## config.mk

```make
export PLATFORM = sky130hd
export DESIGN_NAME = ifetch_unit
export DESIGN_NICKNAME = d
export VERILOG_FILES = /design/src/rtl/riscv_pkg.sv /design/src/rtl/fetch_fifo.sv /design/src/rtl/ifetch_unit.sv
export SDC_FILE = /design/constraint.sdc
export NUM_CORES = 1
export LEC_CHECK = 0
export ABC_AREA = 1
export BUFFER_PORTS_ARGS = -buffer_cell sky130_fd_sc_hd__buf_2
export CAP_MARGIN = 5
export CORE_MARGIN = 5
export CORE_UTILIZATION = 54
export DETAILED_ROUTE_END_ITERATION = 6
export PLACE_DENSITY = 0.82
export RECOVER_POWER = 50
export SLEW_MARGIN = 15
export SYNTH_ARGS = -nofsm -noshare
export SYNTH_HDL_FRONTEND = slang
export SYNTH_HIERARCHICAL = 1
export SYNTH_SLANG_ARGS = --single-unit
```

## constraint.sdc

```tcl
create_clock -name clk -period 3 [get_ports clk]
set_input_delay 0 -clock clk [delete_from_list [all_inputs] [get_ports clk]]
set_output_delay 0 -clock clk [all_outputs]
set_load 0.02 [all_outputs]
```

## src/rtl/riscv_pkg.sv

```systemverilog
// rtl/riscv_pkg.sv - shared fetch-path widths, state encoding and NOP constant
package riscv_pkg;
  localparam int ADDR_W_DEF = 10;
  localparam int DATA_W_DEF = 32;
  localparam logic [31:0] NOP = 32'h00000013;

  typedef enum logic [1:0] {
    IDLE  = 2'd0,
    RUN   = 2'd1,
    FAULT = 2'd2
  } fetch_state_t;
endpackage

```

## src/rtl/fetch_fifo.sv

```systemverilog
// rtl/fetch_fifo.sv - synchronous FIFO holding PC-tagged instructions
module fetch_fifo #(
  parameter int DEPTH = 2,
  parameter int W     = 42
) (
  input  logic                     clk,
  input  logic                     reset,
  input  logic                     clear,
  input  logic                     push,
  input  logic                     pop,
  input  logic [W-1:0]             wdata,
  output logic [W-1:0]             rdata,
  output logic [$clog2(DEPTH):0]   count,
  output logic                     full,
  output logic                     empty
);
  localparam int PW = $clog2(DEPTH);
  localparam logic [PW:0] CNT_FULL = (PW+1)'(DEPTH);

  logic [W-1:0]  mem [DEPTH];
  logic [PW-1:0] rd_ptr;
  logic [PW-1:0] wr_ptr;
  logic          do_push;
  logic          do_pop;

  assign empty   = (count == '0);
  assign full    = (count == CNT_FULL);
  assign do_pop  = pop && !empty;
  // when full, a push is only legal because the head slot frees on the same edge
  assign do_push = push && (!full || do_pop);
  assign rdata   = mem[rd_ptr];

  always_ff @(posedge clk) begin
    if (reset) begin
      rd_ptr <= '0;
      wr_ptr <= '0;
      count  <= '0;
      for (int i = 0; i < DEPTH; i++) mem[i] <= '0;
    end else if (clear) begin
      rd_ptr <= '0;
      wr_ptr <= '0;
      count  <= '0;
    end else begin
      if (do_push) begin
        mem[wr_ptr] <= wdata;
        wr_ptr      <= wr_ptr + PW'(1);
      end
      if (do_pop) rd_ptr <= rd_ptr + PW'(1);
      case ({do_push, do_pop})
        2'b10:   count <= count + (PW+1)'(1);
        2'b01:   count <= count - (PW+1)'(1);
        default: count <= count;
      endcase
    end
  end
endmodule

```

## src/rtl/ifetch_unit.sv

```systemverilog
// rtl/ifetch_unit.sv - instruction fetch: issues imem reads, buffers PC-tagged results
module ifetch_unit
  import riscv_pkg::*;
#(
  parameter int ADDR_W = ADDR_W_DEF,
  parameter int DATA_W = DATA_W_DEF,
  parameter int DEPTH  = 2
) (
  input  logic              clk,
  input  logic              reset,
  input  logic [ADDR_W-1:0] pc_in,
  input  logic              pc_valid,
  output logic              pc_stall,
  input  logic              flush,
  output logic              imem_en,
  output logic [ADDR_W-3:0] imem_addr,
  input  logic [DATA_W-1:0] imem_rdata,
  output logic [DATA_W-1:0] instr_out,
  output logic [ADDR_W-1:0] instr_pc,
  output logic              instr_valid,
  input  logic              instr_ready,
  output logic              fetch_fault
);
  localparam int CW = $clog2(DEPTH) + 1;

  fetch_state_t              state;
  logic                      inflight;
  logic [ADDR_W-1:0]         pc_tag;
  logic [CW-1:0]             count;
  logic [CW:0]               occ;
  logic                      fifo_full;
  logic                      fifo_empty;
  logic [DATA_W+ADDR_W-1:0]  head;
  logic                      room;
  logic                      pop;
  logic                      issue;
  logic                      misaligned;
  logic                      resp_push;

  assign occ         = {1'b0, count} + {{CW{1'b0}}, inflight};
  assign room        = fifo_full ? 1'b0 : (occ < (CW+1)'(DEPTH));
  assign instr_valid = !fifo_empty && (state != FAULT) && !flush;
  assign pop         = instr_valid && instr_ready;
  assign issue       = (state == RUN) && pc_valid && !flush && (room || pop);
  assign misaligned  = (pc_in[1:0] != 2'b00);
  assign imem_en     = issue;
  assign imem_addr   = pc_in[ADDR_W-1:2];
  assign pc_stall    = pc_valid && !issue;
  assign fetch_fault = (state == FAULT);
  // a misaligned request never sets inflight, so its read data is ignored
  assign resp_push   = inflight && !flush;
  assign {instr_out, instr_pc} = head;

  fetch_fifo #(
    .DEPTH (DEPTH),
    .W     (DATA_W + ADDR_W)
  ) u_fifo (
    .clk   (clk),
    .reset (reset),
    .clear (flush),
    .push  (resp_push),
    .pop   (pop),
    .wdata ({imem_rdata, pc_tag}),
    .rdata (head),
    .count (count),
    .full  (fifo_full),
    .empty (fifo_empty)
  );

  always_ff @(posedge clk) begin
    if (reset) begin
      state    <= IDLE;
      inflight <= 1'b0;
      pc_tag   <= '0;
    end else begin
      inflight <= issue && !misaligned;
      if (issue) pc_tag <= pc_in;
      case (state)
        IDLE:    state <= RUN;
        RUN:     if (issue && misaligned) state <= FAULT;
        FAULT:   if (flush) state <= RUN;
        default: state <= IDLE;
      endcase
    end
  end
endmodule

```

---- Word level (Yosys, flattened, before mapping) ----
Memory sizes are Yosys's and may differ from the RTL's. A register that Yosys moved wholly into a read port is not among the register bits.
Index checks and enable logic that the tools add are counted.
operators by class
  add/sub/neg operators ................... 5
  reduce and logical (&&, ||, !) cells .... 26
  multiplexer cells ....................... 16
  equal/unequal tests ..................... 8
  $lt $le $gt $ge ......................... 1
operators by type and width
  operator             number
  $mux 42              1
  $reduce_or 42->1     1
  $logic_and 1x1->1    12
  $mux 1               11
  $eq 2x2->1 const B   3
  $pmux 2 s3           1
  $logic_not 1->1      5
  $eq 2x1->1 const B   2
  $logic_not 2->1      2
  $mux 2               2
  $ne 2x2->1 const B   2
  $pmux 2 s2           1
  $reduce_bool 2->1    2
  $add 2x1->3          1
  $lt 3x2->1 const B   1
  $add 1x1->1 const B  2
  $add 2x1->2 const B  1
  $logic_or 1x1->1     2
  $ne 2x1->1 const B   1
  $reduce_and 2->1     1
  $reduce_or 2->1      1
  $sub 2x1->2 const B  1
storage, ports and cells
  output and inout port bits .............. 54
  RAM bits ................................ 84
  input bits .............................. 47
  memories kept ........................... 1
  register bits ........................... 17
memories
  memory      words  width  read ports  clocked after Yosys merged registers in  wr ports  RTL line          text
  u_fifo.mem  2      42     1           1                                        2         fetch_fifo.sv:20  logic [W-1:0] mem [DEPTH];

---- Longest topological paths before layout ----
Gate-level depths: netlist (run 1).
  depth in word-level cells ............... 14
  depth in mapped cells ................... 13
  mapped depth without buffers ............ 12

---- Modules after synthesis ----
Netlist (run 1), hierarchy kept.
modules (own cells, without submodules)
  module       area each (um2)  cells an instance  instances
  fetch_fifo   3943.8           310                1
  ifetch_unit  730.7            105                1

---- Worst setup path after synthesis (run 1) ----
OpenSTA, ideal clock, no wires.
  kind .................................... reg-to-reg
  from .................................... register u_fifo.count[0]
  to ...................................... memory u_fifo.mem[1][0], enable pin
  cell stages (with the launch flop) ...... 14
  arrival time ............................ 2.317 ns
  slack ................................... 0.283 ns
  required time ........................... 2.600 ns
  cell sequence ........................... dfxtp_1 > inv_2 > nand2_1 > inv_1 > nor2_1 > nand3_2 > inv_1 > inv_1 > nand2_1 > nand2_1 > inv_2 > nand3_4 > buf_6 > nand2_1
RTL lines
  element                 RTL line          text
  start, declared         fetch_fifo.sv:13  output logic [$clog2(DEPTH):0] count,
  start signal, assigned  fetch_fifo.sv:50  2'b10: count <= count + (PW+1)'(1);
  start signal, assigned  fetch_fifo.sv:51  2'b01: count <= count - (PW+1)'(1);
  start signal, assigned  fetch_fifo.sv:52  default: count <= count;
  end, declared           fetch_fifo.sv:20

==> results of run 1 <==
-- repair_timing --
action	in CTS	in global routing
hold buffers	45	0
setup buffers	0	0
hold endpoints to repair	76	0
-- flip-flops by register name (all words and copies together) (netlist names), named ones only --
name	count
u_fifo/wr_ptr	1
pc_tag	10
inflight	1
u_fifo/mem	84
u_fifo/count	2
u_fifo/rd_ptr	1
state	2
-- layout make-up --
cell class | count | area (µm²)
flip-flops and latches | 102 | 2880
fillers | 710 | 2870
multi-input cells | 215 | 1320
repair buffers | 149 | 926
inverters | 72 | 270
well taps | 108 | 135
clock buffers | 11 | 131
clock inverters | 5 | 58.8
diodes | 1 | 2.50
-- path summary, 6_finish.rpt --
check	start	endpoint	slack [ps]	cells after the start
worst min-delay path	flush	u_fifo/wr_ptr	50	4
worst max-delay path	u_fifo/count[0]	u_fifo/mem[0][9]	520	13
worst max register to register	u_fifo/count[0]	u_fifo/mem[0][9]	520	13
worst min register to register	u_fifo/rd_ptr	u_fifo/rd_ptr	480	2
-- metal layers --
| metal | GRT usage, % | share of wire (%) | vias to the layer above |
|---|---|---|---|
| met5 | 0 | 0 | - |
| met4 | 6.27 | 0.86 | 0 |
| met3 | 3.32 | 5.9 | 8 |
| met2 | 33.0 | 52 | 87 |
| met1 | 21.5 | 41 | 1491 |
| li1 | - | - | 1595 |
-- logic make-up (layout without fill, tap and decap cells) --
logic type	after synthesis	after routing	share of synthesized area [%]
muxes	42	42	10.1
buffers and inverters	98	237	10.1
and+or+nand+nor	155	155	16.1
other	0	1	0
DFF	102	102	61.7
AOI/OAI and AO/OA	18	18	1.95
-- report_power, final --
group          leakage (nW)  internal, mW  switching (mW)  total, mW
combinational          1.27         0.106           0.143      0.249
clock                0.0899         0.388           0.441      0.830
sequential             1.01          1.57          0.0142       1.59
-- tightest hold or removal path, stage by stage --
cell and delay, ps:
buf_2 140, nor2_2 80, nand3_1 80, nand2_1 40
-- layout by cell type (no fill, tap or decap), types with 2 or more instances in the layout --
cell | netlist | final
dlygate4sd3_1 | 0 | 45
nor2_1 | 61 | 63
buf_4 | 9 | 2
a21oi_1 | 14 | 14
nand2_2 | 5 | 6
o21ai_0 | 3 | 3
clkbuf_8 | 1 | 9
buf_2 | 8 | 48
nor2_2 | 40 | 38
inv_2 | 5 | 3
clkbuf_1 | 1 | 54
nand3_1 | 17 | 17
edfxtp_1 | 84 | 84
inv_1 | 67 | 69
mux2_2 | 42 | 41
dfxtp_1 | 18 | 17
clkinvlp_4 | 0 | 2
nor3_1 | 2 | 2
nand2_1 | 26 | 25
-- stage by stage --
| step | power (mW) | std cells | setup slack [ps] |
|---|---|---|---|
| after floorplan | 1.75 | 415 | 283 |
| after global placement | 1.82 | 601 | 839 |
| after detailed placement | 1.83 | 601 | 726 |
| after CTS | 2.70 | 662 | 696 |
| after global routing | 2.78 | 663 | 270 |
| final | 2.66 | 663 | 520 |
-- cells in the mapped netlist --
cell      instances  area [µm²]
o21ai_0           3        15.0
a31oi_1           1        6.26
buf_2             8        40.0
mux2_2           42         473
nand3_4           1        17.5
inv_1            67         251
buf_4             9        67.6
dfxtp_1          18         360
nor3_1            2        10.0
nand3_1          17        85.1
nor3_4            1        16.3
clkbuf_1          1        3.75
nand3_2           1        10.0
nor2_1           61         229
inv_2             5        18.8
edfxtp_1         84        2520
clkbuf_8          1        13.8
nand2_1          26        97.6
buf_6             7        78.8
nand4_1           1        6.26
nand2_2           5        31.3
a21oi_1          14        70.1
nor2_2           40         250
==> metrics.md, run 1 <==
| Metric | Value |
|---|---|
| CP most frequent cell | inv_1 |
| Final Core Density | 66.6% |
| Width of the die | 103 µm |
| Worst-skew pair later-pin latency | 360 ps |
| Fin crit period | 2480 ps |
| Nets | 596 |
| Setup CP Type | flip-flop to flip-flop |
| Post-DP Area | 0.00515 mm² |
| Final setup violation count | 0 |
| Cell row count | 34 |
| Initial antenna violation count | 1 |
| Reg clk slew, reported paths | 90 ps |
| Max frequency | 0.403 GHz |
| Crit path max-delay family | buffers and inverters |
| DR iter-0 viols | 123 |
| Synthesized flop and latch total | 102 |
| DPL Wire Length | 5.50 mm |
| Sequential share of the synthesized area | 61.7% |
| Largest net degree at the start of global routing | 44 |
| I/O Pins | 101 |
| DRT antenna net count | 0 |
| Hold_ws | 48.6 ps |
| Post-Syn Area per Cell | 11.3 µm² |
| Core Box Area | 0.00859 mm² |
| Htree depth | 3 |
| DRT Wirelength | 9.33 mm |
| Setup crit end kind | flip-flop |
| Fin Setup TNS | 0 ps |
| Largest stage delay, worst path | 540 ps |
| Worst Hold Class | input port to flip-flop |
| Final clock period utilization by the worst path | 82.7% |
| Outcome | complete, no violations |
| Root Buffer | clkbuf_8 |
| Final hold violations | 0 |
| Fin Clk Skew | 18.1 ps |
| RePlAce Congestion | 0.747 |
| DR pass1 iterations | 4 |
| Crit start category | flip-flop |
| Vias in the first global route | 3228 |
| Data arrival, critical path | 2650 ps |
| Fraction of layout cells with a size suffix above 1 | 28.5% |
| Critical path's slowest cell | clkbuf_2 |
| Post-CTS sizing | 0 |
| # Max-Cap Violations | 0 |
| GRT overflow | 0 |
| Maximum root-to-sink buffer count | 2 |
| Pleak | 2.37 nW |
| Synth Warn # | 6 |
| Worst path required time | 3170 ps |
| Worst rel slew slack | 30.0% |
| Buf/Inv on CP | 6 |
| Drt drc | 0 |
| RSZ-0062 raised after global routing | false |
| Initial cell density of the core | 54.4% |
| Worst-Margin Slew | 1050 ps |
| WL per Instance | 14.1 µm |
| Vias per inst | 4.80 |
| Clk sink count | 102 |
| Synthesized instance count | 415 |
| Count of pins over their slew limit | 0 |
| Crit-path max FO | 43 |
| TritonCTS clock tree | built |
| All-Layer GR Usage | 18.1% |
| Pwr Density | 466 mW/mm² |
| Synth unique cells | 23 |
| Port Buffer Count | 100 |
| Vias | 3181 |
| Net Count, Synth | 462 |
| Die height | 103 µm |
| CP Cell Sequence | inv_1, nand2_1, inv_1, nor2_1, nand3_2, inv_1, inv_1, nand2_1, nand2_1, inv_1, nand2_2, clkbuf_2, nor2_1 |
| Cts bufs inserted | 9 |
| Synthesized area | 0.00467 mm² |
| Final instance area | 0.00572 mm² |
| First-pass GRT wire length | 14.8 mm |
| Max VDD drop | 200 µV |
| Area growth syn-to-layout | 22.4% |
| Die ar. | 0.0106 mm² |
Note: power is estimated with default switching activity, not from simulation.
==> run 2: changes to the inputs <==
--- a/config.mk
+++ b/config.mk
@@ -5,7 +5,7 @@
 export SDC_FILE = /design/constraint.sdc
 export NUM_CORES = 1
 export LEC_CHECK = 0
-export ABC_AREA = 1
+export ABC_AREA = 0
 export BUFFER_PORTS_ARGS = -buffer_cell sky130_fd_sc_hd__buf_2
 export CAP_MARGIN = 5
 export CORE_MARGIN = 5
==> constraint.sdc (replaced) <==
create_clock -name clk -period 2.5 [get_ports clk]
set_input_delay 0 -clock clk [delete_from_list [all_inputs] [get_ports clk]]
set_output_delay 0 -clock clk [all_outputs]
set_load 0.02 [all_outputs]
==> metrics.md, run 2 <==
| Metric | Value |
|---|---|
| Biggest register | u_fifo/mem |
| Most common cell in the netlist | edfxtp_1 |
| Largest net degree at the start of global routing | 44 (unchanged) |
| Max frequency | 0.430 GHz (+6.5%) |
| DR iter-0 viols | 98 (-20%) |
| Vias | 2998 (-5.8%) |
| Post-Synth Simple-Gate Area | 18.2% (+2.1 points) |
| Fin Clk Skew | 10.4 ps (-7.77 ps) |
| Synth area leaders | edfxtp_1, mux2_2, dfxtp_1 |
| GRT overflow | 0 (unchanged) |
| Pwr Density | 533 mW/mm² (+14%) |
| Buf/Inv on CP | 2 (-4) |
| All-Layer GR Usage | 18.5% (+0.41 points) |
| Max VDD drop | 294 µV (+47%) |
| Post-synthesis mux area share | 10.5% (+0.34 points) |
| Synthesized flop and latch total | 102 (unchanged) |
| Initial cell density of the core | 55.9% (+1.5 points) |
| Drt drc | 0 (unchanged) |
| Ant diodes | 0 (-1) |
| Inst Count DP | 521 (-13%) |
| Setup bufs post-CTS | 0 (unchanged) |
| DRT antenna net count | 0 (unchanged) |
| Worst-Margin Slew | 743 ps (-306 ps) |
| Cts bufs inserted | 9 (unchanged) |
| # Max-Cap Violations | 0 (unchanged) |
| Data arrival, critical path | 2390 ps (-260 ps) |
| Synth Warn # | 6 (unchanged) |
| Htree depth | 3 (unchanged) |
| First-pass GRT wire length | 14.8 mm (+0.28%) |
| Fraction of layout cells with a size suffix above 1 | 33.7% (+5.2 points) |
| Largest family of logic cells by synthesized area | simple AND/OR/NAND/NOR gates |
| Number of synthesized flops with an enable pin | 84 (unchanged) |
| Net Count, Synth | 381 (-18%) |
| Port Buffer Count | 100 (unchanged) |
| Fin Setup TNS | 0 ps (unchanged) |
| Cell taking the most area after synthesis | edfxtp_1 |
| Initial antenna violation count | 0 (-1) |
| Final hold violations | 0 (unchanged) |
| Reg2reg start | u_fifo/count[0] |
| Worst Hold Class | input port to flip-flop |
| Area growth syn-to-layout | 24.4% |
| Critical path's slowest cell | dfxtp_1 |
| Core Box Area | 0.00826 mm² (-3.9%) |
| Worst rel slew slack | 50.4% (+20 points) |
| Setup crit start | u_fifo/count[0] |
| Hold Crit Start | flush |
| DPL Wire Length | 5.96 mm (+8.4%) |
| Die height | 102 µm (-0.56%) |
| Setup CP Type | flip-flop to flip-flop |
| Nets | 517 (-13%) |
| Width of the die | 102 µm (-0.56%) |
| Adder-cell share of the synthesized area | 0% (unchanged) |
| Most frequent cells in the layout | edfxtp_1, buf_2, and2_1 |
| Synthesized area | 0.00462 mm² (-1.2%) |
| Vias per inst | 5.17 (+7.7%) |
| DRT Wirelength | 9.38 mm (+0.60%) |
| CP Cell Sequence | nor2_1, nor4_2, buf_4, nor3b_4, nor4b_4, or2_4, buf_12 |
| Crit path max-delay family | simple AND/OR/NAND/NOR gates |
| Final clock period utilization by the worst path | 93.1% (+10 points) |
| Pleak | 2.23 nW (-5.9%) |
| RSZ-0062 raised after global routing | false |
| Sequential share of the synthesized area | 62.4% (+0.77 points) |
| Largest registers | u_fifo/mem (84), pc_tag (10) |
| Synthesized instance count | 334 (-20%) |
| Crit-path max FO | 16 (-63%) |
| Commonest non-fill, non-tap cell in the layout | edfxtp_1 |
| Hold_ws | 30.8 ps (-17.7 ps) |
| Vias in the first global route | 3161 (-2.1%) |
| Compound-gate portion of the synthesized area | 4.53% (+2.6 points) |
| Worst path required time | 2560 ps (-610 ps) |
| TritonCTS clock tree | built |
| Post-synth top area share | 54.6% (+0.67 points) |
| Root Buffer | clkbuf_8 |
| DR pass1 iterations | 4 (unchanged) |
| Final setup violation count | 0 (unchanged) |
| Reg clk slew, reported paths | 90 ps (about the same) |
| Clk sink count | 102 (unchanged) |
| Async SR Flop Fraction | 0% (unchanged) |
| Maximum root-to-sink buffer count | 2 (unchanged) |
| Die ar. | 0.0105 mm² (-1.1%) |
| Post-synth top cells | edfxtp_1, and2_1, mux2_2, and2_2, dfxtp_1 |
| Count of pins over their slew limit | 0 (unchanged) |
| Largest register FFs | 84 (unchanged) |
| Synth unique cells | 39 (+70%) |
| Fin crit period | 2330 ps (-152 ps) |
| Outcome | complete, no violations |
| WL per Instance | 16.2 µm (+15%) |
| RePlAce Congestion | 0.761 (+1.9%) |
| Synth Area in XOR/XNOR | 0.379% (+0.38 points) |
| Setup crit end kind | flip-flop |
| Main synth FF type | edfxtp_1 |
| Largest stage delay, worst path | 520 ps (-20 ps) |
| Post-Syn Area per Cell | 13.8 µm² (+23%) |
| Cell row count | 33 (-2.9%) |
| Crit start category | flip-flop |
| Final Non-Filler Cells | 580 (-13%) |
| Post-CTS sizing | 0 (unchanged) |
| Worst-skew pair later-pin latency | 350 ps (about the same) |
| I/O Pins | 101 (unchanged) |
==> run 2: cell families (layout without fill, tap and decap cells) <==
group / Yosys count / in the layout
and+or+nand+nor: 126 / 126
xor gates and xnor gates: 2 / 2
muxes: 43 / 43
buffers and inverters: 30 / 171
AOI/OAI and AO/OA: 31 / 31
DFF: 102 / 102
==> run 2: worst reg2reg max path, stage by stage (launching register included) <==
cell and delay (ps):
dfxtp_1 520, nor2_1 190, nor4_2 290, buf_4 180
nor3b_4 60, nor4b_4 280, or2_4 310, buf_12 200
==> run 2: timing repair <==
| item | CTS | global route |
|---|---|---|
| hold buffers | 43 | 0 |
| setup endpoints to repair | 0 | 1 |
| endpoints found under the hold margin | 75 | 0 |
==> run 2: area by class of cell <==
class,instances,area [µm²]
multi-input combinational,202,1560
tap,105,131
clock inverter,5,36.3
fill,600,2510
timing repair buffer,153,996
clock buffer,11,131
inverter,2,7.51
sequential,102,2880
==> run 2: path summary, 6_finish.rpt <==
kind / slack (ps) / cells past startpoint / end
setup / recovery: 170 / 7 / u_fifo/mem[0][11]
hold / removal: 30 / 3 / state[0]
setup reg to reg: 170 / 7 / u_fifo/mem[0][11]
hold reg to reg: 490 / 1 / state[0]
==> run 2: power breakdown <==
part           internal [mW]  switching (mW)
clock network          0.363           0.534
registers               1.88          0.0157
logic                  0.125           0.144
total                   2.37           0.694
==> run 2: stage by stage <==
stage	total power, mW	utilization [%]	cell area [µm²]	setup slack (ps)
after floorplan	2.06	-	4630	43.1
after global placement	2.15	63.1	5210	276
after detailed placement	2.16	63.1	5210	182
after CTS	3.09	70.3	5810	92.4
after global routing	3.18	69.6	5750	22.8
final	3.06	69.6	5750	173
==> run 2: routing by layer <==
| layer | vias up | track usage (%) | part of all wire, % |
|---|---|---|---|
| met4 | 0 | 5.45 | 1.2 |
| li1 | 1454 | - | - |
| met1 | 1451 | 23.1 | 41 |
| met5 | - | 0 | 0 |
| met2 | 83 | 32.7 | 51 |
| met3 | 10 | 3.69 | 6.3 |
==> run 3: changes to the inputs <==
--- a/config.mk
+++ b/config.mk
@@ -8,11 +8,11 @@
 export ABC_AREA = 0
 export BUFFER_PORTS_ARGS = -buffer_cell sky130_fd_sc_hd__buf_2
 export CAP_MARGIN = 5
+export CORE_ASPECT_RATIO = 1.5
 export CORE_MARGIN = 5
-export CORE_UTILIZATION = 54
+export CORE_UTILIZATION = 50
 export DETAILED_ROUTE_END_ITERATION = 6
-export PLACE_DENSITY = 0.82
-export RECOVER_POWER = 50
+export PLACE_DENSITY = 0.77
 export SLEW_MARGIN = 15
 export SYNTH_ARGS = -nofsm -noshare
 export SYNTH_HDL_FRONTEND = slang
==> metrics.md, run 3 (same netlist as run 2, synthesis figures left out) <==
| Metric | Value |
|---|---|
| Outcome | complete, no violations |
| Port Buffer Count | 100 (unchanged) |
| Worst-skew pair later-pin latency | 340 ps (about the same) |
| Setup CP Type | flip-flop to flip-flop |
| Largest registers | u_fifo/mem (84), pc_tag (10) |
| Pwr Density | 607 mW/mm² (+14%) |
| DRT antenna net count | 0 (unchanged) |
| All-Layer GR Usage | 17.5% (-1.1 points) |
| Pleak | 2.46 nW (+10%) |
| Final setup violation count | 0 (unchanged) |
| Max VDD drop | 443 µV (+51%) |
| Maximum root-to-sink buffer count | 2 (unchanged) |
| Count of pins over their slew limit | 0 (unchanged) |
| Width of the die | 88.5 µm (-14%) |
| Max frequency | 0.434 GHz (+1.0%) |
| Area growth syn-to-layout | 29.1% |
| Core Box Area | 0.00915 mm² (+11%) |
| # Max-Cap Violations | 0 (unchanged) |
| Worst-Margin Slew | 488 ps (-255 ps) |
| Drt drc | 0 (unchanged) |
| Worst Hold Class | input port to flip-flop |
| Biggest register | u_fifo/mem |
| Fin Clk Skew | 8.91 ps (-1.46 ps) |
| Reg clk slew, reported paths | 60 ps (-30 ps) |
| Crit start category | flip-flop |
| Area of the multi-input gates | 0.00156 mm² (unchanged) |
| DR pass1 iterations | 4 (unchanged) |
| Htree depth | 3 (unchanged) |
| I/O Pins | 101 (unchanged) |
| GRT overflow | 0 (unchanged) |
| Fin crit period | 2300 ps (-23.6 ps) |
| TritonCTS clock tree | built |
| RePlAce Congestion | 0.787 (+3.4%) |
| Vias | 2948 (-1.7%) |
| Largest register FFs | 84 (unchanged) |
| Vias in the first global route | 3197 (+1.1%) |
| WL per Instance | 15.5 µm (-4.0%) |
| Fraction of layout cells with a size suffix above 1 | 44.8% (+11 points) |
| Post-CTS sizing | 0 (unchanged) |
| Setup crit end kind | flip-flop |
| Cell row count | 43 (+30%) |
| Die ar. | 0.0113 mm² (+7.6%) |
| DR iter-0 viols | 127 (+30%) |
| Nets | 520 (+0.58%) |
| Die height | 128 µm (+25%) |
| Layout fillers | 697 (+16%) |
| Seq. cell area | 0.00288 mm² (about the same) |
| Worst Setup Slack post-DPL | 179 ps (-3.06 ps) |
| Worst rel slew slack | 67.4% (+17 points) |
| RSZ-0062 raised after global routing | false |
| Final clock period utilization by the worst path | 92.2% (-0.94 points) |
| Ant diodes | 0 (unchanged) |
| Most frequent cells in the layout | buf_2, edfxtp_1, and2_1 |
| Inst Count DP | 531 (+1.9%) |
| Initial cell density of the core | 50.5% (-5.4 points) |
| Data arrival, critical path | 2400 ps (about the same) |
| First-pass GRT wire length | 15.0 mm (+1.2%) |
| Root Buffer | clkbuf_16 |
| Worst path required time | 2600 ps (+40 ps) |
| Largest net degree at the start of global routing | 44 (unchanged) |
| DRT Wirelength | 9.16 mm (-2.4%) |
| Commonest non-fill, non-tap cell in the layout | buf_2 |
| Vias per inst | 5.00 (-3.3%) |
| Final Non-Filler Cells | 590 (+1.7%) |
| Crit-path max FO | 14 (-2) |
| Initial antenna violation count | 0 (unchanged) |
| Cts bufs inserted | 9 (unchanged) |
| Clk sink count | 102 (unchanged) |
| DPL Wire Length | 6.05 mm (+1.4%) |
| Final hold violations | 0 (unchanged) |
| Final worst slack | 196 ps (+23.6 ps) |
| Fin Setup TNS | 0 ps (unchanged) |
==> run 3: layout make-up <==
type                       instances  area share, %
sequential                       102           48.4
multi-input combinational        202           26.2
timing repair buffer             156           17.7
clock buffer                       9           3.78
tap                              112           2.35
clock inverter                     7           1.47
inverter                           2          0.126
==> run 3: critical path: stages (launching register included) <==
cell     delay [ps]
dfxtp_1         400
nor2_1          370
nor4_2          100
buf_4           170
nor3b_4         260
and4b_1         250
or2_4           330
buf_4           200
==> run 3: power by group <==
part | internal, mW | total [mW] | switching, mW
combinational | 0.131 | 0.270 | 0.139
sequential | 1.88 | 1.90 | 0.0161
clock | 0.871 | 1.45 | 0.578
==> run 3: final timing paths <==
check | depth (start not counted) | slack (ps) | end | startpoint
worst max-delay path | 7 | 200 | u_fifo/mem[1][30] | u_fifo/count[0]
worst min-delay path | 2 | 30 | pc_tag[1] | reset
worst max register to register | 7 | 200 | u_fifo/mem[1][30] | u_fifo/count[0]
worst min register to register | 2 | 490 | pc_tag[6] | pc_tag[6]
==> run 3: repair_timing <==
| action | in CTS | in global routing |
|---|---|---|
| hold buffers | 43 | 0 |
| setup buffers | 0 | 0 |
| endpoints found under the hold margin | 75 | 0 |
==> run 3: per-stage QoR <==
step / hold WS (ps) / instance area (µm²) / power, mW / utilization, %
finish: 34.6 / 5960 / 3.62 / 65.1
global route: 53.4 / 5960 / 3.75 / 65.1
CTS: 22.9 / 5960 / 3.65 / 65.1
detailed placement: 227 / 5220 / 2.16 / 57.0
global placement: 217 / 5220 / 2.15 / 57.0
floorplan: 76.4 / 4630 / 2.06 / -
==> run 3: metal layers <==
metal  global-route usage [%]  vias up  part of all wire, %
li1                         -     1459                    -
met1                     19.1     1406                   37
met2                     31.4       66                   56
met3                     4.37       17                  4.7
met4                     7.38        0                  2.5
met5                        0        -                    0
